$ cat config.mk
export PLATFORM = sky130hd
export DESIGN_NAME = level_tone_gen
export DESIGN_NICKNAME = d
export VERILOG_FILES = /design/src/rtl/level_tone_gen.sv
export SDC_FILE = /design/constraint.sdc
export NUM_CORES = 1
export LEC_CHECK = 0
export ABC_CLOCK_PERIOD_IN_PS = 4100
export CAP_MARGIN = 30
export CORE_MARGIN = 2
export CORE_UTILIZATION = 45
export DETAILED_ROUTE_END_ITERATION = 16
export GPL_ROUTABILITY_DRIVEN = 0
export PLACE_DENSITY = 0.76
export SKIP_CTS_REPAIR_TIMING = 1
export SLEW_MARGIN = 20
export SYNTH_ARGS = -nofsm -noshare
export SYNTH_HDL_FRONTEND = slang
export SYNTH_SLANG_ARGS = --single-unit
$ cat constraint.sdc
create_clock -name CLOCK_50 -period 4.1 [get_ports CLOCK_50]
set_clock_uncertainty 0.15 [all_clocks]
set_input_delay 1.025 -clock CLOCK_50 [delete_from_list [all_inputs] [get_ports CLOCK_50]]
set_output_delay 1.025 -clock CLOCK_50 [all_outputs]
set_load 0.03 [all_outputs]
$ cat src/rtl/level_tone_gen.sv
// level_tone_gen: plays a fixed-length square-wave tone whose amplitude is
// selected by a 0..9 level code, and streams the samples to an audio-out FIFO.
// Codes 10..15 are rejected with a one-cycle level_err pulse.
module level_tone_gen #(
    parameter int HALF_PERIOD = 56818,
    parameter int TONE_CYCLES = 25000000
) (
    input  logic               CLOCK_50,
    input  logic               reset,
    input  logic [3:0]         level,
    input  logic               level_valid,
    input  logic               audio_out_allowed,
    output logic               write_audio_out,
    output logic signed [31:0] left_channel_audio_out,
    output logic signed [31:0] right_channel_audio_out,
    output logic               busy,
    output logic               done,
    output logic               level_err
);

    localparam int HALF_W = (HALF_PERIOD > 1) ? $clog2(HALF_PERIOD) : 1;
    localparam int DUR_W  = (TONE_CYCLES > 1) ? $clog2(TONE_CYCLES) : 1;
    localparam logic [HALF_W-1:0] HALF_LAST = HALF_W'(HALF_PERIOD - 1);
    localparam logic [DUR_W-1:0]  DUR_LAST  = DUR_W'(TONE_CYCLES - 1);

    typedef enum logic {IDLE, PLAY} state_t;

    state_t             state;
    logic [3:0]         cur_level;
    logic [DUR_W-1:0]   dur_cnt;
    logic [HALF_W-1:0]  half_cnt;
    logic               phase;
    logic signed [31:0] sample;

    logic               code_ok;
    logic               code_bad;
    logic               phase_next;
    logic signed [31:0] amp_sel;

    // Level code to square-wave amplitude.
    function automatic logic signed [31:0] level_amp(input logic [3:0] code);
        case (code)
            4'd0:    level_amp = 32'sd0;
            4'd1:    level_amp = 32'sd600000;
            4'd2:    level_amp = 32'sd2400000;
            4'd3:    level_amp = 32'sd3900000;
            4'd4:    level_amp = 32'sd8000000;
            4'd5:    level_amp = 32'sd40000000;
            4'd6:    level_amp = 32'sd110000000;
            4'd7:    level_amp = 32'sd300000000;
            4'd8:    level_amp = 32'sd700000000;
            4'd9:    level_amp = 32'sd1100000000;
            // NOTE: the default arm keeps the decode fully specified, so using
            // it in combinational logic can never infer a latch.
            default: level_amp = 32'sd0;
        endcase
    endfunction

    assign code_ok  = level_valid && (level <= 4'd9);
    assign code_bad = level_valid && (level > 4'd9);

    // Phase that will hold after this edge while playing; the sample register
    // is loaded from it so the output lines up with the registered phase.
    assign phase_next = (half_cnt == HALF_LAST) ? ~phase : phase;

    // A retrigger switches amplitude on the same edge it is accepted.
    assign amp_sel = level_amp(code_ok ? level : cur_level);

    // Tone FSM: start/retrigger, square-wave timing, duration and pulses.
    always_ff @(posedge CLOCK_50) begin
        // NOTE: reset is synchronous and clears every register here; all
        // state uses non-blocking assignments so each register sees the
        // pre-edge values of the others.
        if (reset) begin
            state     <= IDLE;
            cur_level <= '0;
            dur_cnt   <= '0;
            half_cnt  <= '0;
            phase     <= 1'b1;
            sample    <= '0;
            done      <= 1'b0;
            level_err <= 1'b0;
        end else begin
            done      <= 1'b0;
            level_err <= code_bad;
            case (state)
                IDLE: begin
                    if (code_ok) begin
                        cur_level <= level;
                        dur_cnt   <= DUR_LAST;
                        half_cnt  <= '0;
                        phase     <= 1'b1;
                        sample    <= amp_sel;
                        state     <= PLAY;
                    end else begin
                        sample    <= '0;
                    end
                end
                PLAY: begin
                    half_cnt <= (half_cnt == HALF_LAST) ? '0 : half_cnt + HALF_W'(1);
                    phase    <= phase_next;
                    if (code_ok) begin
                        cur_level <= level;
                        dur_cnt   <= DUR_LAST;
                        sample    <= phase_next ? amp_sel : -amp_sel;
                    end else if (dur_cnt == '0) begin
                        state     <= IDLE;
                        done      <= 1'b1;
                        sample    <= '0;
                    end else begin
                        dur_cnt   <= dur_cnt - DUR_W'(1);
                        sample    <= phase_next ? amp_sel : -amp_sel;
                    end
                end
            endcase
        end
    end

    // The FIFO is fed every cycle it has room, so it never starves.
    assign write_audio_out         = audio_out_allowed & ~reset;
    assign left_channel_audio_out  = sample;
    assign right_channel_audio_out = sample;
    assign busy                    = (state == PLAY);

endmodule

==> results of run 1 <==
==> worst reg2reg max path, stage by stage, from the launching register on <==
cell and delay, ps:
dfxtp_1 350, or4b_2 670, nor4_1 220, buf_4 200
xnor2_1 330, nand2_1 250, nor2_1 330, or2b_2 350
inv_2 90, o21ai_1 70, a211oi_1 190
==> cells in the mapped netlist (3+ instances only) <==
| cell | n |
|---|---|
| or2_2 | 4 |
| nand4b_1 | 3 |
| o21ai_0 | 34 |
| or3_1 | 6 |
| a311oi_1 | 6 |
| clkbuf_1 | 20 |
| o31ai_1 | 4 |
| ha_1 | 12 |
| a21oi_1 | 48 |
| mux2i_1 | 7 |
| nor4_1 | 10 |
| nor2b_1 | 4 |
| o31a_1 | 3 |
| buf_1 | 4 |
| nand3_1 | 16 |
| a211oi_1 | 5 |
| a211o_1 | 3 |
| inv_1 | 10 |
| a31oi_1 | 5 |
| nor3_1 | 19 |
| buf_4 | 37 |
| and3_1 | 6 |
| or4_1 | 7 |
| nor2_1 | 74 |
| xnor2_1 | 18 |
| dfxtp_1 | 76 |
| xor2_1 | 8 |
| buf_2 | 3 |
| o211ai_1 | 7 |
| a21o_1 | 5 |
| and2_1 | 3 |
| nand2b_1 | 8 |
| nand2_1 | 49 |
==> cell usage in the layout, fill, tap and decap left out, drive strengths merged, types with 13 or more instances in the layout <==
cell and count:
a21oi 48, buf 58, clkdlybuf4s50 62, dfxtp 76, inv 13, nand2 49
nand3 16, nor2 74, nor3 20, o21ai 36, xnor2 18
==> kinds of logic (layout without fill, tap and decap cells) <==
group                      after synthesis  after routing  share of synthesized area
AOI/OAI and AO/OA                      141            141                      0.204
xor gates and xnor gates                26             26                     0.0515
adders and majority gates               12             12                     0.0340
other                                    1             10                   0.000849
muxes                                    8              8                     0.0193
DFF                                     76             76                      0.344
and+or+nand+nor                        222            222                      0.246
buffers and inverters                   78            151                      0.100
==> metal layers <==
metal  vias up  track usage  routed length (um)
met4         0       0.0638                 213
met2       202        0.361                5470
met5         -            0                   0
met1      1986        0.291                4960
li1       2099            -                   -
met3        25       0.0495                 915
==> path summary, 6_finish.rpt <==
kind | startpoint | end | slack (ps) | cells after the start
max | level[2] | left_channel_audio_out[23] | 110 | 12
min | dur_cnt[24] | dur_cnt[24] | 320 | 2
max reg2reg | half_cnt[2] | left_channel_audio_out[23] | 830 | 10
min reg2reg | dur_cnt[24] | dur_cnt[24] | 320 | 2
==> area by class of cell <==
cell class / instances / area (um^2)
fillers: 875 / 4050
multi-input cells: 419 / 2540
flip-flops and latches: 76 / 1520
repair buffers: 122 / 1080
well taps: 133 / 166
clock buffers: 10 / 138
clock inverters: 6 / 96.3
inverters: 13 / 48.8
==> through the flow <==
step | setup WS, ps | TNS (ps) | total power, W | instance area [um^2] | hold WS (ps)
floorplan | 77.1 | 0 | 0.00118 | 4450 | 293
global placement | -180 | -2120 | 0.00134 | 5290 | 304
detailed placement | -378 | -4920 | 0.00135 | 5290 | 316
CTS | -22.9 | -31.6 | 0.00202 | 5520 | 328
global route | -50.1 | -138 | 0.00212 | 5590 | 357
finish | 111 | 0 | 0.00203 | 5590 | 324
==> where the power goes <==
part           switching, W  internal [W]
clock network      0.000304      0.000366
registers         0.0000298      0.000775
logic              0.000327      0.000227
total              0.000661       0.00137
==> state kept, by name, indices dropped and copies added (netlist names) <==
signal                  flops
level_err                   1
busy                        1
half_cnt                   16
dur_cnt                    25
done                        1
left_channel_audio_out     27
cur_level                   4
phase                       1
==> key figures, run 1 <==
Outcome
  • Status: completed

Synth
  • Sequential-to-total area share from yosys stat: 0.344
  • FF+latch count, synth: 76
  • Top_reg_cell synth: dfxtp_1
  • Gate Count Post-Synth: 564
  • Ys async rst share: 0
  • Share of the synthesized area in the top cell type: 0.344
  • Cell type with the largest total area after synthesis: dfxtp_1
  • Syn avg cell area: 7.83 um^2
  • Number of flops mapped to enable cells by yosys: 0
  • Synth warnings: 0
  • Synth top area cells: dfxtp_1 (34%), buf_4 (6.3%), nor2_1 (6.3%)
  • Mapped Area: 4420 um^2
  • Distinct cell type count after synthesis: 63

Worst setup path
  • Required time of the critical path: 4170 ps
  • Setup CP Type: in2reg
  • CP dominant cell by count: a21o_1
  • Crit end category: flip-flop
  • Slowest stage cell on the critical path: or4b_4
  • Top Family by Delay on Critical Path: simple AND/OR/NAND/NOR gates
  • Critical Path Source Type: input pin
  • WP buf/inv: 3
  • Slowest cell delay on critical path: 570 ps
  • CP arrival: 4060 ps
  • Max FO, Critical Path: 8
  • Critical path cell sequence: clkdlybuf4s50_1 > buf_4 > or3b_1 > a21o_1 > mux2_4 > a21o_1 > or4b_4 > nor3_4 > or2b_2 > inv_2 > o21ai_1 > a211oi_1

Floorplanning
  • Die H: 103 um
  • Core area: 9640 um^2
  • Site Rows: 36
  • Die ar.: 10600 um^2
  • Io pins: 76
  • Initial core utilization: 0.458
  • Chip width: 103 um

Route
  • WL/cell: 14.8 um
  • Drt initial violations: 291
  • Vias: 4312
  • DR pass1 iterations: 7
  • Total detailed-routing wirelength: 11.6 mm
  • Detail-routed via count per cell: 5.54
  • DRC viols: 0
  • Antenna-violating nets left: 0

STA
  • Unrepaired setup endpoints after global routing: true
  • Worst-Margin Slew: 938 ps
  • Slew headroom: 0.373
  • Max Freq: 251 MHz
  • Setup violations, final: 0
  • Fin. max-slew vios: 0
  • Hold Vio Cnt, Final: 0
  • Period Utilization, post-route: 0.973
  • Period minus WS final: 3990 ps

Global routing
  • All-Layer GR Usage: 0.220
  • Largest net degree at the start of global routing: 59
  • Vias in the first global route: 3923
  • First-pass GRT wire length: 18.7 mm
  • Gr ovfl total: 0
  • Initial antenna violation count: 0

Job
  • Max-cap violation count: 0

Placement
  • Placed insts: 762
  • Detailed placer's ending HPWL: 8.23 mm
  • Port bufs: 65

Cells and area
  • NumNets Final: 661
  • Final Instance Count excl. Fillers: 779
  • Antenna diodes: 0
  • Layout cell share with drive strength beyond 1: 0.152
  • P&R area growth vs syn: 26.6%
  • Util after Layout: 0.580

Clocking
  • Clk slew on worst S/H paths: 80 ps
  • TritonCTS clock tree: done
  • CTS Buf Count: 9
  • # clock sinks: 76
  • Clk_lat worst skew: 360 ps
  • H-Tree Depth: 3
  • CTS root buffer: clkbuf_8
  • CTS Buffer Depth: 2

Hold path
  • Hold Path Class: reg2reg

Power
  • Power Density: 363 nW/um^2
  • Pleak: 2.15 nW
  • VDD IR max: 153 uV
(Power assumes the default switching activity.)
==> inputs of run 2 (changes only) <==
Settings changed: REMOVE_ABC_BUFFERS from default to 1.
==> run 2 against run 1 <==
Via count up 2.6%; design area shrank 0.58%; combinational power about the same; cell count is 0.39% higher; sequential power about the same; clock-buffer cell count fell by 1; fmax about the same; critical path type unchanged; largest power group unchanged.
==> key figures, run 2 (same netlist as run 1, synthesis figures left out) <==
Outcome
  • Status: completed (unchanged)

Cells and area
  • Post-route design area: 5560 um^2 (was 5590 um^2)
  • Most frequent cells in the layout: dfxtp_1 (76), nor2_1 (74), clkdlybuf4s50_1 (61), buf_4 (60), nand2_1 (49) (was dfxtp_1 (76), nor2_1 (74), clkdlybuf4s50_1 (62), buf_4 (57), nand2_1 (49))
  • Max reg flops: 27 (unchanged)
  • Final Instance Count excl. Fillers: 782 (was 779)
  • NumNets Final: 664 (was 661)
  • Layout cell share with drive strength beyond 1: 0.154 (was 0.152)
  • P&R area growth vs syn: 25.9% (was 26.6%)
  • Antenna diodes: 0 (unchanged)
  • Commonest non-fill, non-tap cell in the layout: dfxtp_1 (unchanged)

Clocking
  • CTS Buffer Depth: 2 (unchanged)
  • H-Tree Depth: 3 (unchanged)
  • TritonCTS clock tree: done (unchanged)
  • CTS Buf Count: 9 (unchanged)
  • Clk_lat worst skew: 370 ps (was 360 ps)
  • CTS root buffer: clkbuf_8 (unchanged)
  • Clk slew on worst S/H paths: 90 ps (was 80 ps)
  • # clock sinks: 76 (unchanged)

Route
  • DRC viols: 0 (unchanged)
  • WL/cell: 15.2 um (was 14.8 um)
  • Total detailed-routing wirelength: 11.9 mm (was 11.6 mm)
  • Vias: 4424 (was 4312)
  • Antenna-violating nets left: 0 (unchanged)
  • DR pass1 iterations: 5 (was 7)
  • Detail-routed via count per cell: 5.66 (was 5.54)
  • Drt initial violations: 191 (was 291)

STA
  • Max Freq: 251 MHz (about the same)
  • Slew headroom: 0.406 (was 0.373)
  • Final worst slack: 114 ps (was 111 ps)
  • Setup violations, final: 0 (unchanged)
  • Period Utilization, post-route: 0.972 (was 0.973)
  • Period minus WS final: 3990 ps (about the same)
  • Hold Vio Cnt, Final: 0 (unchanged)
  • Worst-Margin Slew: 888 ps (was 938 ps)
  • Fin. max-slew vios: 0 (unchanged)
  • TNS Setup: 0 ps (unchanged)

Global routing
  • Initial antenna violation count: 0 (unchanged)
  • Gr ovfl total: 0 (unchanged)
  • All-Layer GR Usage: 0.231 (was 0.220)
  • Largest net degree at the start of global routing: 59 (unchanged)
  • First-pass GRT wire length: 19.6 mm (was 18.7 mm)
  • Vias in the first global route: 4177 (was 3923)

Placement
  • Area post-placement: 5310 um^2 (was 5290 um^2)
  • Detailed placer's ending HPWL: 8.42 mm (was 8.23 mm)
  • Port bufs: 65 (unchanged)
  • Dpl ws: -272 ps (was -378 ps)
  • Placed insts: 765 (was 762)

Power
  • VDD IR max: 181 uV (was 153 uV)
  • Sw power: 0.000679 W (was 0.000661 W)
  • Combinational fraction of design power: 0.281 (was 0.273)
  • Sequential fraction of design power: 0.407 (was 0.397)
  • Net Sw Frac: 0.344 (was 0.326)
  • Pleak: 2.15 nW (about the same)
  • Power Density: 355 nW/um^2 (was 363 nW/um^2)
  • Clk pwr share: 0.312 (was 0.330)
  • Internal Pwr Total: 0.00130 W (was 0.00137 W)

Floorplanning
  • Io pins: 76 (unchanged)
  • Chip width: 103 um (unchanged)
  • Site Rows: 36 (unchanged)
  • Core area: 9640 um^2 (unchanged)
  • Die ar.: 10600 um^2 (unchanged)
  • Initial core utilization: 0.458 (unchanged)
  • Die H: 103 um (unchanged)

Job
  • Max-cap violation count: 0 (unchanged)

Worst setup path
  • Crit end category: flip-flop (unchanged)
  • Slowest stage cell on the critical path: or4b_4 (unchanged)
  • Critical path cell sequence: clkdlybuf4s50_1 > buf_4 > or3b_1 > a21o_2 > nand3_1 > ha_2 > o211ai_1 > or4b_4 > nor3_4 > or2b_2 > inv_2 > o21ai_1 > a211oi_1 (was clkdlybuf4s50_1 > buf_4 > or3b_1 > a21o_1 > mux2_4 > a21o_1 > or4b_4 > nor3_4 > or2b_2 > inv_2 > o21ai_1 > a211oi_1)
  • Max FO, Critical Path: 7 (was 8)
  • Critical Path Source Type: input pin (unchanged)
  • Slowest cell delay on critical path: 580 ps (was 570 ps)
  • Setup CP Type: in2reg (unchanged)
  • Required time of the critical path: 4180 ps (was 4170 ps)
  • CP arrival: 4070 ps (was 4060 ps)

Hold path
  • Hold Path Class: reg2reg (unchanged)
run 2: through the flow:
stage | hold WS (ps) | util | total power (W)
6_report | 329 | 0.577 | 0.00198
5_1_grt | 391 | 0.577 | 0.00206
3_3_place_gp | 309 | 0.551 | 0.00135
4_1_cts | 324 | 0.573 | 0.00197
3_5_place_dp | 309 | 0.551 | 0.00136
2_1_floorplan | 287 | - | 0.00114
run 2: final timing paths:
check                                  from                          to  slack [ps]  cells past startpoint
worst min-delay path            dur_cnt[24]                 dur_cnt[24]         330                      2
worst min register to register  dur_cnt[24]                 dur_cnt[24]         330                      2
worst max-delay path               level[2]  left_channel_audio_out[23]         110                     13
worst max register to register  half_cnt[2]  left_channel_audio_out[23]         790                     10
run 2: final cells by class:
| type | count | area [um^2] |
|---|---|---|
| clock inverters | 7 | 82.6 |
| multi-input cells | 419 | 2510 |
| repair buffers | 125 | 1100 |
| fillers | 889 | 4080 |
| clock buffers | 9 | 124 |
| flip-flops and latches | 76 | 1520 |
| well taps | 133 | 166 |
| inverters | 13 | 48.8 |
run 2: metal layers:
layer | global-route usage | up-vias | part of all wire
met5 | 0 | - | 0
met4 | 0.111 | 0 | 0.036
met3 | 0.0515 | 49 | 0.064
met2 | 0.385 | 185 | 0.49
met1 | 0.282 | 2070 | 0.41
li1 | - | 2120 | -
run 2: power by group through the flow:
stage | registers [W] | clock network (W) | logic [W]
detailed placement | 0.000821 | 0 | 0.000538
finish | 0.000804 | 0.000616 | 0.000555
global placement | 0.000819 | 0 | 0.000528
CTS | 0.000805 | 0.000619 | 0.000543
global route | 0.000810 | 0.000654 | 0.000598
floorplan | 0.000876 | 0 | 0.000260
run 2: worst max-delay path: cells and delay by family:
family                   cells  cell delay [ps]
AND/OR/NAND/NOR              5             1500
buffers and inverters        3              650
AO/OA/AOI/OAI                4              610
adder cells (fa/ha/maj)      1              270
==> inputs of run 3 (changes only) <==
Settings changed: CORE_MARGIN 2 to 10, CORE_UTILIZATION 45 to 48, PLACE_DENSITY 0.76 to 0.8.
==> run 3 against run 2 <==
Sequential share of layout area rose by 0.55 points; wire length rose by 4.6%; sequential cell count did not move; critical path type unchanged; largest cell class unchanged; highest routed layer unchanged.
==> key figures, run 3 (same netlist as run 1, synthesis figures left out) <==
Outcome
  • Status: completed (unchanged)

Floorplanning
  • Io pins: 76 (unchanged)
  • Chip width: 116 um (was 103 um)
  • Die ar.: 13400 um^2 (was 10600 um^2)
  • Initial core utilization: 0.499 (was 0.458)
  • Core area: 8850 um^2 (was 9640 um^2)
  • Die H: 116 um (was 103 um)
  • Site Rows: 34 (was 36)

Clocking
  • H-Tree Depth: 3 (unchanged)
  • Clk_lat worst skew: 360 ps (was 370 ps)
  • TritonCTS clock tree: done (unchanged)
  • CTS Buffer Depth: 2 (unchanged)
  • CTS Buf Count: 9 (unchanged)
  • Clk slew on worst S/H paths: 80 ps (was 90 ps)
  • # clock sinks: 76 (unchanged)
  • CTS root buffer: clkbuf_8 (unchanged)

Placement
  • Detailed placer's ending HPWL: 9.03 mm (was 8.42 mm)
  • Dpl ws: -333 ps (was -272 ps)
  • Port bufs: 65 (unchanged)

Route
  • Drt initial violations: 293 (was 191)
  • Detail-routed via count per cell: 5.89 (was 5.66)
  • DR pass1 iterations: 5 (unchanged)
  • WL/cell: 16.5 um (was 15.2 um)
  • Antenna-violating nets left: 0 (unchanged)
  • Total detailed-routing wirelength: 12.4 mm (was 11.9 mm)
  • Vias: 4428 (was 4424)
  • DRC viols: 0 (unchanged)

Power
  • Internal Pwr Total: 0.00122 W (was 0.00130 W)
  • Net Sw Frac: 0.349 (was 0.344)
  • Combinational fraction of design power: 0.296 (was 0.281)
  • Sequential fraction of design power: 0.430 (was 0.407)
  • Sw power: 0.000652 W (was 0.000679 W)
  • Pleak: 2.10 nW (was 2.15 nW)
  • VDD IR max: 176 uV (was 181 uV)
  • Power Density: 343 nW/um^2 (was 355 nW/um^2)
  • Clk pwr share: 0.274 (was 0.312)

Worst setup path
  • Worst R2R Start: half_cnt[2] (unchanged)
  • Crit end category: flip-flop (unchanged)
  • Required time of the critical path: 4170 ps (was 4180 ps)
  • Crit Reg-Reg Endpoint: left_channel_audio_out[23] (unchanged)
  • Max FO, Critical Path: 11 (was 7)
  • Slowest cell delay on critical path: 560 ps (was 580 ps)
  • Top Family by Delay on Critical Path: simple AND/OR/NAND/NOR gates (unchanged)
  • Worst R2R Setup Slack: 900 ps (was 790 ps)
  • WP buf/inv: 3 (unchanged)
  • Critical Path Stages: 12 (was 13)
  • Critical path cell sequence: clkdlybuf4s50_1 > buf_4 > or3b_1 > a21o_2 > mux2_4 > a21o_1 > or4b_4 > nor3_4 > or2b_2 > inv_2 > o21ai_1 > a211oi_1 (was clkdlybuf4s50_1 > buf_4 > or3b_1 > a21o_2 > nand3_1 > ha_2 > o211ai_1 > or4b_4 > nor3_4 > or2b_2 > inv_2 > o21ai_1 > a211oi_1)
  • Setup CP Type: in2reg (unchanged)
  • R2R depth: 8 (was 10)
  • Slowest stage cell on the critical path: or4b_4 (unchanged)
  • CP arrival: 4020 ps (was 4070 ps)
  • Critical Path Source Type: input pin (unchanged)

Global routing
  • Largest net degree at the start of global routing: 59 (unchanged)
  • First-pass GRT wire length: 20.7 mm (was 19.6 mm)
  • Initial antenna violation count: 0 (unchanged)
  • Vias in the first global route: 4393 (was 4177)
  • All-Layer GR Usage: 0.187 (was 0.231)
  • Gr ovfl total: 0 (unchanged)

STA
  • Setup violations, final: 0 (unchanged)
  • Period Utilization, post-route: 0.964 (was 0.972)
  • Unrepaired setup endpoints after global routing: true
  • Period minus WS final: 3950 ps (was 3990 ps)
  • Worst-Margin Slew: 1010 ps (was 888 ps)
  • Slew headroom: 0.324 (was 0.406)
  • Fin. max-slew vios: 0 (unchanged)
  • Hold Vio Cnt, Final: 0 (unchanged)
  • Max Freq: 253 MHz (was 251 MHz)
  • Final worst slack: 149 ps (was 114 ps)

Cells and area
  • P&R area growth vs syn: 23.4% (was 25.9%)
  • Multi-input logic area: 2510 um^2 (about the same)
  • Reg area: 1520 um^2 (unchanged)
  • Layout fillers: 776 (was 889)
  • Most frequent cells in the layout: dfxtp_1 (76), nor2_1 (74), clkdlybuf4s50_1 (61), buf_4 (55), nand2_1 (49) (was dfxtp_1 (76), nor2_1 (74), clkdlybuf4s50_1 (61), buf_4 (60), nand2_1 (49))
  • Antenna diodes: 0 (unchanged)
  • Max reg flops: 27 (unchanged)
  • NumNets Final: 659 (was 664)
  • Util after Layout: 0.616 (was 0.577)
  • Layout cell share with drive strength beyond 1: 0.146 (was 0.154)
  • Commonest non-fill, non-tap cell in the layout: dfxtp_1 (unchanged)

Job
  • Max-cap violation count: 0 (unchanged)

Hold path
  • Min-Delay Path Depth: 2 (unchanged)
  • Hold Crit Start: dur_cnt[24] (unchanged)
  • Hold path endpoint: dur_cnt[24] (unchanged)
  • Hold Path Class: reg2reg (unchanged)
-- run 3: worst reg2reg max path: stages, from the launching register on --
cell and delay, ps:
dfxtp_1 350, or4b_2 670, nor4_1 220, buf_4 190, xor2_1 790, nor2_1 180
o21ai_0 240, o21ai_1 100, a211oi_1 210
-- run 3: worst max path at each step --
stage / startpoint / endpoint / slack, ps
5_1_grt: level[2] / left_channel_audio_out[14] / -30
4_1_cts: level[1] / left_channel_audio_out[14] / 2
3_5_place_dp: level[1] / left_channel_audio_out[14] / -330
3_3_place_gp: level_valid / left_channel_audio_out[23] / -220
6_report: level[2] / left_channel_audio_out[23] / 150
2_1_floorplan: level[2] / left_channel_audio_out[23] / 80
-- run 3: through the flow --
step / hold WS [ps] / cell area (um^2) / power [W] / instances / setup TNS (ps)
after detailed placement: 314 / 5240 / 0.00136 / 735 / -3690
after global placement: 303 / 5240 / 0.00134 / 735 / -2400
final: 336 / 5450 / 0.00187 / 752 / 0
after floorplan: 287 / 4060 / 0.00114 / 508 / 0
after global routing: 400 / 5450 / 0.00196 / 752 / -61.2
after CTS: 329 / 5410 / 0.00186 / 751 / 0
-- run 3: final cells by class --
class | count | area share
multi-input cells | 419 | 0.461
flip-flops and latches | 76 | 0.279
repair buffers | 120 | 0.196
well taps | 108 | 0.0248
clock buffers | 10 | 0.0234
inverters | 13 | 0.00895
clock inverters | 6 | 0.00712
-- run 3: routing by layer --
metal  vias to the layer above  part of all wire  GRT usage
li1                       2103                 -          -
met1                      2104              0.41      0.222
met2                       177              0.48      0.305
met3                        44             0.078     0.0589
met4                         0             0.033     0.0842
met5                         -                 0          0
-- run 3: power by group through the flow --
stage | clock network (W) | registers [W] | logic (W)
final | 0.000513 | 0.000804 | 0.000553
after global routing | 0.000551 | 0.000810 | 0.000596
after CTS | 0.000516 | 0.000804 | 0.000539
after detailed placement | 0 | 0.000821 | 0.000537
after global placement | 0 | 0.000819 | 0.000525
after floorplan | 0 | 0.000876 | 0.000260
